--- src/rtl/id_ex_stage_if.sv ---
// Decode-to-execute bundle: decode slot fields, forwarding sources, and the
// execute-side operands and control produced by the ID/EX register.
interface id_ex_stage_if #(parameter int CNT_W = 16) ();
    logic             id_valid;
    logic [31:0]      id_pc;
    logic [31:0]      id_rs1_data;
    logic [31:0]      id_rs2_data;
    logic [31:0]      id_imm;
    logic [4:0]       id_rs1_addr;
    logic [4:0]       id_rs2_addr;
    logic [4:0]       id_rd_addr;
    logic [3:0]       id_alu_sel;
    logic             id_asel;
    logic             id_bsel;
    logic             id_reg_wen;
    logic             id_mem_read;
    logic             id_mem_write;
    logic [1:0]       id_wb_sel;
    logic             flush;
    logic             exm_reg_wen;
    logic             exm_mem_read;
    logic [4:0]       exm_rd_addr;
    logic [31:0]      exm_alu_out;
    logic             mwb_reg_wen;
    logic [4:0]       mwb_rd_addr;
    logic [31:0]      mwb_wdata;
    logic             stall;
    logic [31:0]      ex_a_in;
    logic [31:0]      ex_b_in;
    logic [3:0]       ex_alu_sel;
    logic [31:0]      ex_store_data;
    logic [31:0]      ex_pc;
    logic [4:0]       ex_rd_addr;
    logic             ex_valid;
    logic             ex_reg_wen;
    logic             ex_mem_read;
    logic             ex_mem_write;
    logic [1:0]       ex_wb_sel;
    logic [CNT_W-1:0] bubble_cnt;

    modport master (
        output id_valid, id_pc, id_rs1_data, id_rs2_data, id_imm,
               id_rs1_addr, id_rs2_addr, id_rd_addr, id_alu_sel, id_asel, id_bsel,
               id_reg_wen, id_mem_read, id_mem_write, id_wb_sel, flush,
               exm_reg_wen, exm_mem_read, exm_rd_addr, exm_alu_out,
               mwb_reg_wen, mwb_rd_addr, mwb_wdata,
        input  stall, ex_a_in, ex_b_in, ex_alu_sel, ex_store_data, ex_pc, ex_rd_addr,
               ex_valid, ex_reg_wen, ex_mem_read, ex_mem_write, ex_wb_sel, bubble_cnt
    );

    modport slave (
        input  id_valid, id_pc, id_rs1_data, id_rs2_data, id_imm,
               id_rs1_addr, id_rs2_addr, id_rd_addr, id_alu_sel, id_asel, id_bsel,
               id_reg_wen, id_mem_read, id_mem_write, id_wb_sel, flush,
               exm_reg_wen, exm_mem_read, exm_rd_addr, exm_alu_out,
               mwb_reg_wen, mwb_rd_addr, mwb_wdata,
        output stall, ex_a_in, ex_b_in, ex_alu_sel, ex_store_data, ex_pc, ex_rd_addr,
               ex_valid, ex_reg_wen, ex_mem_read, ex_mem_write, ex_wb_sel, bubble_cnt
    );
endinterface

--- src/rtl/id_ex_stage.sv ---
// ID/EX pipeline register with load-use hazard detection, bubble insertion,
// EX/MEM and MEM/WB operand forwarding, and a saturating bubble counter.
module id_ex_stage #(
    parameter int CNT_W = 16
) (
    input  logic          clk,
    input  logic          rst,
    id_ex_stage_if.slave  bus
);

    logic             r_valid;
    logic [31:0]      r_pc;
    logic [31:0]      r_rs1_data;
    logic [31:0]      r_rs2_data;
    logic [31:0]      r_imm;
    logic [4:0]       r_rs1_addr;
    logic [4:0]       r_rs2_addr;
    logic [4:0]       r_rd_addr;
    logic [3:0]       r_alu_sel;
    logic             r_asel;
    logic             r_bsel;
    logic             r_reg_wen;
    logic             r_mem_read;
    logic             r_mem_write;
    logic [1:0]       r_wb_sel;
    logic [CNT_W-1:0] r_bubble_cnt;

    logic             w_hazard;
    logic             w_stall;
    logic             w_bubble;
    logic [31:0]      w_fwd_rs1;
    logic [31:0]      w_fwd_rs2;

    // EX/MEM beats MEM/WB; a load in EX/MEM has no data yet, and x0 is never forwarded.
    function automatic logic [31:0] fwd_sel(
        input logic [4:0]  idx,
        input logic [31:0] reg_val,
        input logic        exm_wen,
        input logic        exm_rd_mem,
        input logic [4:0]  exm_rd,
        input logic [31:0] exm_val,
        input logic        mwb_wen,
        input logic [4:0]  mwb_rd,
        input logic [31:0] mwb_val
    );
        logic [31:0] res;
        if (idx == 5'd0) begin
            res = reg_val;
        end else if (exm_wen && !exm_rd_mem && (exm_rd == idx)) begin
            res = exm_val;
        end else if (mwb_wen && (mwb_rd == idx)) begin
            res = mwb_val;
        end else begin
            res = reg_val;
        end
        return res;
    endfunction

    // Load-use hazard detection and bubble selection; flush suppresses the stall.
    always_comb begin
        w_hazard = bus.id_valid & r_valid & r_mem_read & (r_rd_addr != 5'd0) &
                   ((r_rd_addr == bus.id_rs1_addr) | (r_rd_addr == bus.id_rs2_addr));
        w_stall  = w_hazard & ~bus.flush;
        w_bubble = w_stall | bus.flush | ~bus.id_valid;
    end

    // Operand forwarding for both sources.
    always_comb begin
        w_fwd_rs1 = fwd_sel(r_rs1_addr, r_rs1_data, bus.exm_reg_wen, bus.exm_mem_read,
                            bus.exm_rd_addr, bus.exm_alu_out, bus.mwb_reg_wen,
                            bus.mwb_rd_addr, bus.mwb_wdata);
        w_fwd_rs2 = fwd_sel(r_rs2_addr, r_rs2_data, bus.exm_reg_wen, bus.exm_mem_read,
                            bus.exm_rd_addr, bus.exm_alu_out, bus.mwb_reg_wen,
                            bus.mwb_rd_addr, bus.mwb_wdata);
    end

    // ID/EX register: data always captured, control zeroed when a bubble loads.
    always_ff @(posedge clk) begin
        if (rst) begin
            r_valid     <= 1'b0;
            r_pc        <= 32'd0;
            r_rs1_data  <= 32'd0;
            r_rs2_data  <= 32'd0;
            r_imm       <= 32'd0;
            r_rs1_addr  <= 5'd0;
            r_rs2_addr  <= 5'd0;
            r_rd_addr   <= 5'd0;
            r_asel      <= 1'b0;
            r_bsel      <= 1'b0;
            r_alu_sel   <= 4'd0;
            r_reg_wen   <= 1'b0;
            r_mem_read  <= 1'b0;
            r_mem_write <= 1'b0;
            r_wb_sel    <= 2'd0;
        end else begin
            r_pc        <= bus.id_pc;
            r_rs1_data  <= bus.id_rs1_data;
            r_rs2_data  <= bus.id_rs2_data;
            r_imm       <= bus.id_imm;
            r_rs1_addr  <= bus.id_rs1_addr;
            r_rs2_addr  <= bus.id_rs2_addr;
            r_rd_addr   <= bus.id_rd_addr;
            r_asel      <= bus.id_asel;
            r_bsel      <= bus.id_bsel;
            if (w_bubble) begin
                r_valid     <= 1'b0;
                r_alu_sel   <= 4'd0;
                r_reg_wen   <= 1'b0;
                r_mem_read  <= 1'b0;
                r_mem_write <= 1'b0;
                r_wb_sel    <= 2'd0;
            end else begin
                r_valid     <= 1'b1;
                r_alu_sel   <= bus.id_alu_sel;
                r_reg_wen   <= bus.id_reg_wen;
                r_mem_read  <= bus.id_mem_read;
                r_mem_write <= bus.id_mem_write;
                r_wb_sel    <= bus.id_wb_sel;
            end
        end
    end

    // Saturating count of stall-induced bubbles only.
    always_ff @(posedge clk) begin
        if (rst) begin
            r_bubble_cnt <= {CNT_W{1'b0}};
        end else if (w_stall && (r_bubble_cnt != {CNT_W{1'b1}})) begin
            r_bubble_cnt <= r_bubble_cnt + {{(CNT_W-1){1'b0}}, 1'b1};
        end else begin
            r_bubble_cnt <= r_bubble_cnt;
        end
    end

    assign bus.stall         = w_stall;
    assign bus.ex_a_in       = r_asel ? r_pc  : w_fwd_rs1;
    assign bus.ex_b_in       = r_bsel ? r_imm : w_fwd_rs2;
    assign bus.ex_store_data = w_fwd_rs2;
    assign bus.ex_alu_sel    = r_alu_sel;
    assign bus.ex_pc         = r_pc;
    assign bus.ex_rd_addr    = r_rd_addr;
    assign bus.ex_valid      = r_valid;
    assign bus.ex_reg_wen    = r_reg_wen;
    assign bus.ex_mem_read   = r_mem_read;
    assign bus.ex_mem_write  = r_mem_write;
    assign bus.ex_wb_sel     = r_wb_sel;
    assign bus.bubble_cnt    = r_bubble_cnt;

endmodule

--- src/flat_wrapper.sv ---
// flat-port wrapper written by rule: the top's interface ports become plain ports
module id_ex_stage_flat 
#(
    parameter int CNT_W = 16
)
  (clk, rst, bus_id_valid, bus_id_pc, bus_id_rs1_data, bus_id_rs2_data, bus_id_imm, bus_id_rs1_addr, bus_id_rs2_addr, bus_id_rd_addr, bus_id_alu_sel, bus_id_asel, bus_id_bsel, bus_id_reg_wen, bus_id_mem_read, bus_id_mem_write, bus_id_wb_sel, bus_flush, bus_exm_reg_wen, bus_exm_mem_read, bus_exm_rd_addr, bus_exm_alu_out, bus_mwb_reg_wen, bus_mwb_rd_addr, bus_mwb_wdata, bus_stall, bus_ex_a_in, bus_ex_b_in, bus_ex_alu_sel, bus_ex_store_data, bus_ex_pc, bus_ex_rd_addr, bus_ex_valid, bus_ex_reg_wen, bus_ex_mem_read, bus_ex_mem_write, bus_ex_wb_sel, bus_bubble_cnt);
  id_ex_stage_if #(.CNT_W(CNT_W)) bus_i ();
  input  logic clk;
  input  logic rst;
  input wire logic [$bits(bus_i.id_valid)-1:0] bus_id_valid;
  input wire logic [$bits(bus_i.id_pc)-1:0] bus_id_pc;
  input wire logic [$bits(bus_i.id_rs1_data)-1:0] bus_id_rs1_data;
  input wire logic [$bits(bus_i.id_rs2_data)-1:0] bus_id_rs2_data;
  input wire logic [$bits(bus_i.id_imm)-1:0] bus_id_imm;
  input wire logic [$bits(bus_i.id_rs1_addr)-1:0] bus_id_rs1_addr;
  input wire logic [$bits(bus_i.id_rs2_addr)-1:0] bus_id_rs2_addr;
  input wire logic [$bits(bus_i.id_rd_addr)-1:0] bus_id_rd_addr;
  input wire logic [$bits(bus_i.id_alu_sel)-1:0] bus_id_alu_sel;
  input wire logic [$bits(bus_i.id_asel)-1:0] bus_id_asel;
  input wire logic [$bits(bus_i.id_bsel)-1:0] bus_id_bsel;
  input wire logic [$bits(bus_i.id_reg_wen)-1:0] bus_id_reg_wen;
  input wire logic [$bits(bus_i.id_mem_read)-1:0] bus_id_mem_read;
  input wire logic [$bits(bus_i.id_mem_write)-1:0] bus_id_mem_write;
  input wire logic [$bits(bus_i.id_wb_sel)-1:0] bus_id_wb_sel;
  input wire logic [$bits(bus_i.flush)-1:0] bus_flush;
  input wire logic [$bits(bus_i.exm_reg_wen)-1:0] bus_exm_reg_wen;
  input wire logic [$bits(bus_i.exm_mem_read)-1:0] bus_exm_mem_read;
  input wire logic [$bits(bus_i.exm_rd_addr)-1:0] bus_exm_rd_addr;
  input wire logic [$bits(bus_i.exm_alu_out)-1:0] bus_exm_alu_out;
  input wire logic [$bits(bus_i.mwb_reg_wen)-1:0] bus_mwb_reg_wen;
  input wire logic [$bits(bus_i.mwb_rd_addr)-1:0] bus_mwb_rd_addr;
  input wire logic [$bits(bus_i.mwb_wdata)-1:0] bus_mwb_wdata;
  output wire logic [$bits(bus_i.stall)-1:0] bus_stall;
  output wire logic [$bits(bus_i.ex_a_in)-1:0] bus_ex_a_in;
  output wire logic [$bits(bus_i.ex_b_in)-1:0] bus_ex_b_in;
  output wire logic [$bits(bus_i.ex_alu_sel)-1:0] bus_ex_alu_sel;
  output wire logic [$bits(bus_i.ex_store_data)-1:0] bus_ex_store_data;
  output wire logic [$bits(bus_i.ex_pc)-1:0] bus_ex_pc;
  output wire logic [$bits(bus_i.ex_rd_addr)-1:0] bus_ex_rd_addr;
  output wire logic [$bits(bus_i.ex_valid)-1:0] bus_ex_valid;
  output wire logic [$bits(bus_i.ex_reg_wen)-1:0] bus_ex_reg_wen;
  output wire logic [$bits(bus_i.ex_mem_read)-1:0] bus_ex_mem_read;
  output wire logic [$bits(bus_i.ex_mem_write)-1:0] bus_ex_mem_write;
  output wire logic [$bits(bus_i.ex_wb_sel)-1:0] bus_ex_wb_sel;
  output wire logic [$bits(bus_i.bubble_cnt)-1:0] bus_bubble_cnt;
  assign bus_i.id_valid = bus_id_valid;
  assign bus_i.id_pc = bus_id_pc;
  assign bus_i.id_rs1_data = bus_id_rs1_data;
  assign bus_i.id_rs2_data = bus_id_rs2_data;
  assign bus_i.id_imm = bus_id_imm;
  assign bus_i.id_rs1_addr = bus_id_rs1_addr;
  assign bus_i.id_rs2_addr = bus_id_rs2_addr;
  assign bus_i.id_rd_addr = bus_id_rd_addr;
  assign bus_i.id_alu_sel = bus_id_alu_sel;
  assign bus_i.id_asel = bus_id_asel;
  assign bus_i.id_bsel = bus_id_bsel;
  assign bus_i.id_reg_wen = bus_id_reg_wen;
  assign bus_i.id_mem_read = bus_id_mem_read;
  assign bus_i.id_mem_write = bus_id_mem_write;
  assign bus_i.id_wb_sel = bus_id_wb_sel;
  assign bus_i.flush = bus_flush;
  assign bus_i.exm_reg_wen = bus_exm_reg_wen;
  assign bus_i.exm_mem_read = bus_exm_mem_read;
  assign bus_i.exm_rd_addr = bus_exm_rd_addr;
  assign bus_i.exm_alu_out = bus_exm_alu_out;
  assign bus_i.mwb_reg_wen = bus_mwb_reg_wen;
  assign bus_i.mwb_rd_addr = bus_mwb_rd_addr;
  assign bus_i.mwb_wdata = bus_mwb_wdata;
  assign bus_stall = bus_i.stall;
  assign bus_ex_a_in = bus_i.ex_a_in;
  assign bus_ex_b_in = bus_i.ex_b_in;
  assign bus_ex_alu_sel = bus_i.ex_alu_sel;
  assign bus_ex_store_data = bus_i.ex_store_data;
  assign bus_ex_pc = bus_i.ex_pc;
  assign bus_ex_rd_addr = bus_i.ex_rd_addr;
  assign bus_ex_valid = bus_i.ex_valid;
  assign bus_ex_reg_wen = bus_i.ex_reg_wen;
  assign bus_ex_mem_read = bus_i.ex_mem_read;
  assign bus_ex_mem_write = bus_i.ex_mem_write;
  assign bus_ex_wb_sel = bus_i.ex_wb_sel;
  assign bus_bubble_cnt = bus_i.bubble_cnt;
  id_ex_stage #(.CNT_W(CNT_W)) u_core (.clk(clk), .rst(rst), .bus(bus_i));
endmodule
--- config.mk ---
export PLATFORM = sky130hd
export DESIGN_NAME = id_ex_stage_flat
export DESIGN_NICKNAME = d
export VERILOG_FILES = /design/src/rtl/id_ex_stage_if.sv /design/src/rtl/id_ex_stage.sv /design/src/flat_wrapper.sv
export SDC_FILE = /design/constraint.sdc
export NUM_CORES = 1
export LEC_CHECK = 0
export BUFFER_PORTS_ARGS = -buffer_cell sky130_fd_sc_hd__buf_2
export CORE_AREA = 3 3 152 154
export DETAILED_ROUTE_END_ITERATION = 10
export DIE_AREA = 0 0 155 157
export PLACE_DENSITY = 0.66
export SYNTH_ARGS = -nofsm -noshare
export SYNTH_HDL_FRONTEND = slang
export SYNTH_SLANG_ARGS = --single-unit
--- constraint.sdc ---
create_clock -name clk -period 2.2 [get_ports clk]
set_input_delay 0.33 -clock clk [delete_from_list [all_inputs] [get_ports clk]]
set_output_delay 0.33 -clock clk [all_outputs]
set_load 0.02 [all_outputs]
======== Yosys cells after proc, flatten, opt, wreduce, memory -nomap -nowiden ========
Index checks and enable logic that the tools add are counted.
storage, ports and cells
  register bits ........................... 171
  input port bits ......................... 235
  output and inout bits ................... 160
  word-level logic and storage cells ...... 54
operators by class
  $add $sub $neg .......................... 1
  equality and inequality tests ........... 7
  muxes and demuxes ....................... 9
  bitwise operators ....................... 10
  reduce and logical (&&, ||, !) cells .... 11
operators with widths
  cell                                                              count
  32-bit two-way mux                                                8
  5-bit equality test                                               6
  16-bit by 1-bit adder with 16-bit output (second input constant)  1
  16-bit inequality test (second input constant)                    1
  5-bit logical NOT                                                 2
  1-bit logical AND                                                 6
  1-bit bitwise AND                                                 5
  5-bit nonzero test                                                1
  1-bit bitwise OR                                                  3
  1-bit NOT                                                         2
  2-bit OR reduction                                                1
  1-bit logical NOT                                                 1
  1-bit two-way mux                                                 1

======== Logic depth before layout (Yosys ltp) ========
Gate-level depths: netlist of run 1.
  depth in word-level cells ............... 8
  depth in mapped cells ................... 7
  depth with buffers taken out ............ 6

======== Least setup slack after synthesis of run 1 ========
Ideal clock, no wire load.
  kind .................................... register -> output
  from .................................... reg u_core.r_rs1_addr[0]
  to ...................................... out bus_ex_a_in[0]
  arrival ................................. 1.856 ns
  required time ........................... 1.870 ns
  path slack .............................. 0.014 ns
  stages on the path, launching flop included .. 7
  buffers on the path ..................... 1
  cell sequence ........................... dfxtp_1 or4_1 nor2_1 nor2_1 o21ai_1 buf_4 mux2i_1
between the ends
  word-level cells in the longest chain between the ends .. 6
  elaborated cells on any way between the ends .. 9
  classes of those cells .................. eq/ne: 2; mux: 4; reduce/logical: 3
RTL lines
  item                    line                text
  from (decl)             id_ex_stage.sv:16   logic [4:0] r_rs1_addr;
  from (signal assigned)  id_ex_stage.sv:100  r_rs1_addr <= bus.id_rs1_addr;
  5-bit equality test     id_ex_stage.sv:51   end else if (mwb_wen && (mwb_rd == idx)) begin
  1-bit logical AND       id_ex_stage.sv:51
  32-bit two-way mux      id_ex_stage.sv:51
  32-bit two-way mux      id_ex_stage.sv:49   end else if (exm_wen && !exm_rd_mem && (exm_rd == idx)) begin
  32-bit two-way mux *    id_ex_stage.sv:47   if (idx == 5'd0) begin
  32-bit two-way mux *    id_ex_stage.sv:135  assign bus.ex_a_in = r_asel ? r_pc : w_fwd_rs1;
  to (decl)               flat_wrapper.sv:34  output wire logic [$bits(bus_i.ex_a_in)-1:0] bus_ex_a_in;
Mark *: on every way between the ends. The rest lies on a longest branch, timed or not.

======== Worst setup path in the final report of run 1 ========
  from .................................... reg u_core.r_rs2_addr[0]
  to ...................................... out bus_ex_store_data[0]
between the ends
  word-level cells in the longest chain between the ends .. 5
  elaborated cells on any way between the ends .. 8
  classes of those cells .................. eq/ne: 2; mux: 3; reduce/logical: 3
RTL lines
  item                    line                text
  from (decl)             id_ex_stage.sv:17   logic [4:0] r_rs2_addr;
  from (signal assigned)  id_ex_stage.sv:101  r_rs2_addr <= bus.id_rs2_addr;
  5-bit equality test     id_ex_stage.sv:51
  1-bit logical AND       id_ex_stage.sv:51
  32-bit two-way mux      id_ex_stage.sv:51
  32-bit two-way mux      id_ex_stage.sv:49
  32-bit two-way mux *    id_ex_stage.sv:47
  to (decl)               flat_wrapper.sv:37  output wire logic [$bits(bus_i.ex_store_data)-1:0] bus_ex_store_data;
Marked as above.

==> impl_metrics.py, run 1 <==
metrics = {
    "timing": {
        "layout_setup_ws_ns": -0.486,
        "fin_crit_sh": 1.22,
        "finalClockSkew_ns": 0.00719,
        "tightestPinTransition_ns": 0.765,
        "period_minus_slack_ns": 2.69,
        "tns_ns": -40.48,
        "final_max_slew_viol_count": 0,
        "fmax_mhz": 372,
        "slew_headroom": 0.490,
        "rsz0062_at_grt": "true",
        "hold_viol": 0,
        "setup_viol": 97,
        "holdWs_ns": 0.106,
    },
    "floorplanning": {
        "rows": 54,
        "start_util": 0.370,
        "pin_count": 395,
        "die-area_sq_mm": 0.0243,
        "core_sq_mm": 0.0218,
        "fp.dieW_um": 155,
        "die_h_um": 157,
    },
    "critical_path": {
        "path_max_fanout": 15,
        "cp_common_cell": "buf_4",
        "worstPathArrival_ns": 2.36,
        "crit_path_start_kind": "flop",
        "crit_type": "reg2out",
        "cp-end-kind": "output port",
        "worstPathRequired_ns": 1.87,
        "cp_cell_sequence": "xor2_2 > nor3_2 > buf_4 > o211ai_4 > buf_12 > buf_8 > buf_16 > o22ai_1 > a2bb2oi_1 > buf_4",
        "cp_slowest_cell": "dfxtp_4",
        "max_stage_delay_ns": 0.38,
    },
    "synthesis": {
        "yosys.area.top_type": "dfxtp_1",
        "synth_most_common_cell": "dfxtp_1",
        "yosys_register_bits": 171,
        "yosys.cell_types.count": 56,
        "syn_nets": 1089,
        "yosys-top-cells-count": "171 x dfxtp_1, 152 x nor2b_1, 93 x mux2i_1",
        "synthTopCellsByArea": "dfxtp_1 42%, nor2b_1 12%, mux2i_1 12%",
        "yosysWarnings": 0,
        "synth-main-ff-cell": "dfxtp_1",
        "synth_area_sq_mm": 0.00807,
        "syn_inst": 853,
        "synth.avg_cell_area_sq_um": 9.46,
        "synth_top_area_frac": 0.424,
        "async_flop_share": 0,
        "ys_seq_area_frac": 0.424,
        "synth-edff-count": 0,
    },
    "route": {
        "drt_iter0_markers": 513,
        "drc": 0,
        "wire_per_inst_um": 21.2,
        "vias": 8503,
        "viasPerCell": 5.38,
        "ant_nets": 0,
        "finalWirelength_mm": 33.5,
        "dr.pass1.iters": 5,
    },
    "place": {
        "dp_hpwl_mm": 23.6,
        "gp_congestion": 0.918,
        "io_buffers": 394,
    },
    "global_route": {
        "grt_pass1_vias": 8519,
        "grt_max_degree": 79,
        "antenna_found_initial": 9,
        "gr-usage-all-layers": 0.251,
        "grt-ovfl-total": 0,
        "grt_pass1_wl_mm": 47.8,
    },
    "cells_and_area": {
        "seq_area_sq_mm": 0.00346,
        "areaGrowthSynthToFinish_pct": 59.5,
        "fillers": 1864,
        "nets": 1516,
        "layout-drive-gt1-share": 0.505,
        "multi_input_area_sq_mm": 0.00523,
    },
    "clock_tree": {
        "holdBufCountCts": 0,
        "cts_inserted_buffers": 17,
        "clk_path_buf_depth": 2,
        "cts_num_sinks": 171,
        "cts_tree": "built",
        "insertion_delay_ns": 0.42,
        "cts-root-buf": "clkbuf_16",
        "h-tree-depth": 4,
        "clk_pin_slew_ns": 0.07,
    },
    "power_and_ir_drop": {
        "p_leak_nw": 5.74,
        "ir_drop_mv": 0.422,
        "p_per_area_mw_per_mm2": 637,
    },
    "run_status": {
        "violations": "setup timing",
        "status": "finished, violations left",
    },
    "run": {
        "cap_viol_max_count": 0,
    },
    "min_path": {
        "worst_hold_path_type": "in2reg",
    },
}
[layout make-up]
class                           instances  share of cell area
Sequential cell                       171               0.269
Multi-Input combinational cell        608               0.406
Timing Repair Buffer                  474               0.249
Tap cell                              280              0.0272
Clock buffer                           20              0.0347
Antenna cell                            8             0.00156
Inverter                                8             0.00233
Clock inverter                         12              0.0103
[worst max-delay path, delay by kind of cell, from the launching register on]
kind                      cells  cell delay (ns)
xor gates and xnor gates      1             0.15
and+or+nand+nor               1             0.30
DFF                           1             0.38
buffers and inverters         5             0.79
AOI/OAI and AO/OA             3             0.31
[metal layers]
layer	vias up	share of wire	GRT usage
met5	-	0.0010	0
met4	6	0.025	0.0908
met3	66	0.085	0.0792
met2	415	0.50	0.432
met1	4031	0.39	0.296
li1	3985	-	-
[path summary, 6_finish.rpt]
check / slack (ns) / cells after the start / start / to
setup / recovery: -0.49 / 10 / u_core.r_rs2_addr[0]$_SDFF_PP0_ / bus_ex_store_data[0]
hold / removal: 0.11 / 2 / bus_id_wb_sel[1] / u_core.bus.ex_wb_sel[1]$_SDFF_PP0_
setup reg to reg: 0.10 / 8 / u_core.bus.ex_rd_addr[3]$_SDFF_PP0_ / u_core.bus.bubble_cnt[7]$_SDFFE_PP0P_
hold reg to reg: 0.51 / 2 / u_core.bus.bubble_cnt[14]$_SDFFE_PP0P_ / u_core.bus.bubble_cnt[14]$_SDFFE_PP0P_
[state kept, by name, indices dropped and copies added (netlist names), 2 cells and up]
name / count
u_core.r_imm: 32
u_core.r_rs2_data: 32
u_core.r_rs1_addr: 5
u_core.bus.ex_rd_addr: 5
u_core.bus.bubble_cnt: 16
u_core.bus.ex_pc: 32
u_core.bus.ex_wb_sel: 2
u_core.bus.ex_alu_sel: 4
u_core.r_rs2_addr: 5
u_core.r_rs1_data: 32
[stage by stage]
step	power [mW]	cells	worst slack, ns	cell area, sq um	util
final	8.20	1581	-0.486	12900	0.590
after global routing	8.52	1579	-0.563	12900	0.589
after CTS	8.09	1559	-0.451	12200	0.558
after detailed placement	4.90	1515	-0.170	10700	0.491
after global placement	4.88	1515	-0.155	10700	0.491
after floorplan	4.20	853	0.0141	8070	-
[cell usage in the layout (no fill, tap or decap), types with 5 or more instances in the layout]
master	count
dfxtp_1	158
o22ai_2	21
o22ai_1	34
clkinv_4	5
buf_6	17
nor4_1	7
and2_1	10
a2bb2oi_1	12
nand2_1	10
mux2i_1	84
nor2_1	14
diode_2	8
mux2i_2	5
o221ai_2	17
nor2b_1	152
xor2_2	5
inv_1	8
a2bb2oi_2	16
dfxtp_4	7
clkbuf_16	20
o31ai_1	5
nand3_1	7
o221ai_1	8
nor2_2	5
xor2_1	11
or4_1	6
buf_4	122
a21oi_1	60
a21oi_2	13
dfxtp_2	6
buf_2	310
o22ai_4	6
xnor2_1	6
nand4_1	7
buf_12	14
nor3_1	8
[where the power goes]
group / switching [mW] / internal [mW] / total [mW]
logic: 0.997 / 0.860 / 1.86
registers: 0.107 / 3.24 / 3.35
clock network: 1.36 / 1.63 / 2.99
total: 2.46 / 5.73 / 8.20
[kinds of logic after synthesis]
kind of cell / after synthesis / synth area share
adder cells (fa/ha/maj): 1 / 0.00155
AND/OR/NAND/NOR: 252 / 0.188
AO/OA/AOI/OAI: 224 / 0.189
multiplexers: 100 / 0.125
buffers and inverters: 75 / 0.0395
flip-flops: 171 / 0.424
XOR/XNOR: 30 / 0.0326
[what timing repair did]
item	in CTS	in global routing
buffers inserted	7	11
pin swaps	29	19
setup endpoints to repair	97	110
cloned	5	4
endpoints found under the hold margin	0	0
gates resized for setup	178	99
No activity file was read; power rests on OpenSTA's default activity.
==> inputs of run 2 (changes only) <==
- clock period: 2.2 -> 2.9 ns (I/O delays scaled with it)
==> impl_metrics.py, run 2 (same netlist as run 1, synthesis figures left out) <==
metrics = {
    "run_status": {
        "status": "completed",
    },
    "cells_and_area": {
        "utilization": 0.516,
        "nets": 1469,
        "areaGrowthSynthToFinish_pct": 39.7,
        "final_cell_mix": "389 x buf_2, 162 x dfxtp_1, 152 x nor2b_1",
        "layout-drive-gt1-share": 0.403,
        "layout_commonest_cell": "buf_2",
        "finalInstanceArea_sq_mm": 0.0113,
    },
    "floorplanning": {
        "start_util": 0.370,
        "die_h_um": 157,
        "fp.dieW_um": 155,
        "pin_count": 395,
        "die-area_sq_mm": 0.0243,
        "core_sq_mm": 0.0218,
        "rows": 54,
    },
    "critical_path": {
        "worstPathArrival_ns": 2.40,
        "max_stage_delay_ns": 0.54,
        "worstPathBufferInverterCount": 2,
        "cp_slowest_cell": "or4_1",
        "crit_path_start_kind": "flop",
        "path_max_fanout": 8,
        "cp_cell_sequence": "or4_1 > nor2_2 > nor2_1 > o21ai_4 > buf_12 > mux2i_2 > buf_4",
        "r2r_end": "u_core.bus.bubble_cnt[8]$_SDFFE_PP0P_",
        "worstPathRequired_ns": 2.47,
        "cp-end-kind": "output port",
        "r2r-start": "u_core.bus.ex_rd_addr[2]$_SDFF_PP0_",
        "path_delay_family": "simple AND/OR/NAND/NOR gates",
        "crit_type": "reg2out",
        "r2r_cells": 5,
        "reg2reg_slack_ns": 0.59,
    },
    "power_and_ir_drop": {
        "comb_power_share": 0.187,
        "switchingPower_mw": 1.75,
        "switching_share": 0.289,
        "p_clk_frac": 0.395,
        "power_frac_seq": 0.417,
        "internal_power_mw": 4.31,
        "total_power_mw": 6.06,
        "ir_drop_mv": 0.352,
        "p_leak_nw": 5.17,
        "p_per_area_mw_per_mm2": 538,
    },
    "global_route": {
        "grt_max_degree": 60,
        "grt-ovfl-total": 0,
        "grt_pass1_vias": 7944,
        "antenna_found_initial": 10,
        "grt_pass1_wl_mm": 45.2,
        "gr-usage-all-layers": 0.242,
    },
    "timing": {
        "fin_crit_sh": 0.978,
        "setup_viol": 0,
        "tns_ns": 0,
        "fmax_mhz": 352,
        "slew_headroom": 0.284,
        "rsz0062_at_grt": "true",
        "period_minus_slack_ns": 2.84,
        "layout_setup_ws_ns": 0.0628,
        "tightestPinTransition_ns": 1.07,
        "hold_viol": 0,
        "final_max_slew_viol_count": 0,
        "finalClockSkew_ns": 0.0123,
    },
    "clock_tree": {
        "insertion_delay_ns": 0.42,
        "clk_path_buf_depth": 2,
        "cts_tree": "built",
        "cts_inserted_buffers": 17,
        "cts-root-buf": "clkbuf_16",
        "holdBufCountCts": 0,
        "clk_pin_slew_ns": 0.07,
        "cts_num_sinks": 171,
        "h-tree-depth": 4,
    },
    "route": {
        "dr.pass1.iters": 5,
        "viasPerCell": 5.32,
        "drt_iter0_markers": 466,
        "finalWirelength_mm": 32.1,
        "wire_per_inst_um": 20.9,
        "drc": 0,
        "ant_nets": 0,
        "vias": 8162,
    },
    "min_path": {
        "min_from": "bus_id_mem_write",
        "hold_end": "u_core.bus.ex_mem_write$_SDFF_PP0_",
        "worst_hold_path_type": "in2reg",
        "holdPathStages": 2,
    },
    "place": {
        "pre_cts_slack_ns": 0.232,
        "gp_congestion": 0.890,
        "post_dp_cell_area_sq_mm": 0.0104,
        "io_buffers": 394,
        "dp_hpwl_mm": 23.7,
    },
    "run": {
        "cap_viol_max_count": 0,
    },
}
==> run 2: routing by layer <==
layer  global-route usage  share of wire  vias to the layer above
li1                     -              -                     3882
met1                0.280           0.38                     3806
met2                0.419           0.50                      412
met3               0.0679          0.085                       58
met4                0.104          0.029                        4
met5                    0        0.00044                        -
==> run 2: area by class of cell <==
class / instances / area [sq um]
repair buffers: 427 / 2380
flip-flops and latches: 171 / 3430
clock inverters: 14 / 181
multi-input cells: 608 / 4450
inverters: 8 / 30.0
clock buffers: 18 / 429
diodes: 8 / 20.0
fillers: 2076 / 10600
well taps: 280 / 350
==> run 2: worst reg2reg max path, cell delays in order, from the launching register on <==
cell and delay (ns):
dfxtp_1 0.35, xor2_1 0.17, nor3_1 0.48, a22oi_1 0.46
or4_1 0.61, a21oi_1 0.16
==> run 2: timing repair <==
item	in CTS	in global routing
setup buffers	3	1
gates resized for setup	3	26
gates cloned	1	3
pin swaps	1	5
endpoints found under the setup margin	4	77
==> run 2: worst max path at each step <==
stage | depth (start not counted) | startpoint | to
6_report | 7 | u_core.r_rs1_addr[0]$_SDFF_PP0_ | bus_ex_a_in[11]
2_1_floorplan | 7 | bus_exm_rd_addr[0] | bus_ex_store_data[0]
4_1_cts | 7 | u_core.r_rs1_addr[3]$_SDFF_PP0_ | bus_ex_a_in[1]
5_1_grt | 7 | u_core.r_rs2_addr[3]$_SDFF_PP0_ | bus_ex_b_in[16]
3_5_place_dp | 8 | bus_exm_rd_addr[1] | bus_ex_store_data[29]
3_3_place_gp | 7 | bus_exm_rd_addr[1] | bus_ex_a_in[30]
==> run 2: stage by stage <==
step | std cells | hold slack [ns]
2_1_floorplan | 853 | 0.542
3_3_place_gp | 1486 | 0.474
3_5_place_dp | 1486 | 0.479
4_1_cts | 1522 | 0.188
5_1_grt | 1534 | 0.197
6_report | 1534 | 0.209
==> run 2: power groups by stage <==
stage                     clock network [mW]  registers, mW  logic (mW)
after detailed placement                   0           2.58        1.11
after CTS                               2.45           2.52        1.12
after global placement                     0           2.58        1.10
after global routing                    2.54           2.54        1.22
final                                   2.40           2.53        1.14
after floorplan                            0           2.60       0.586
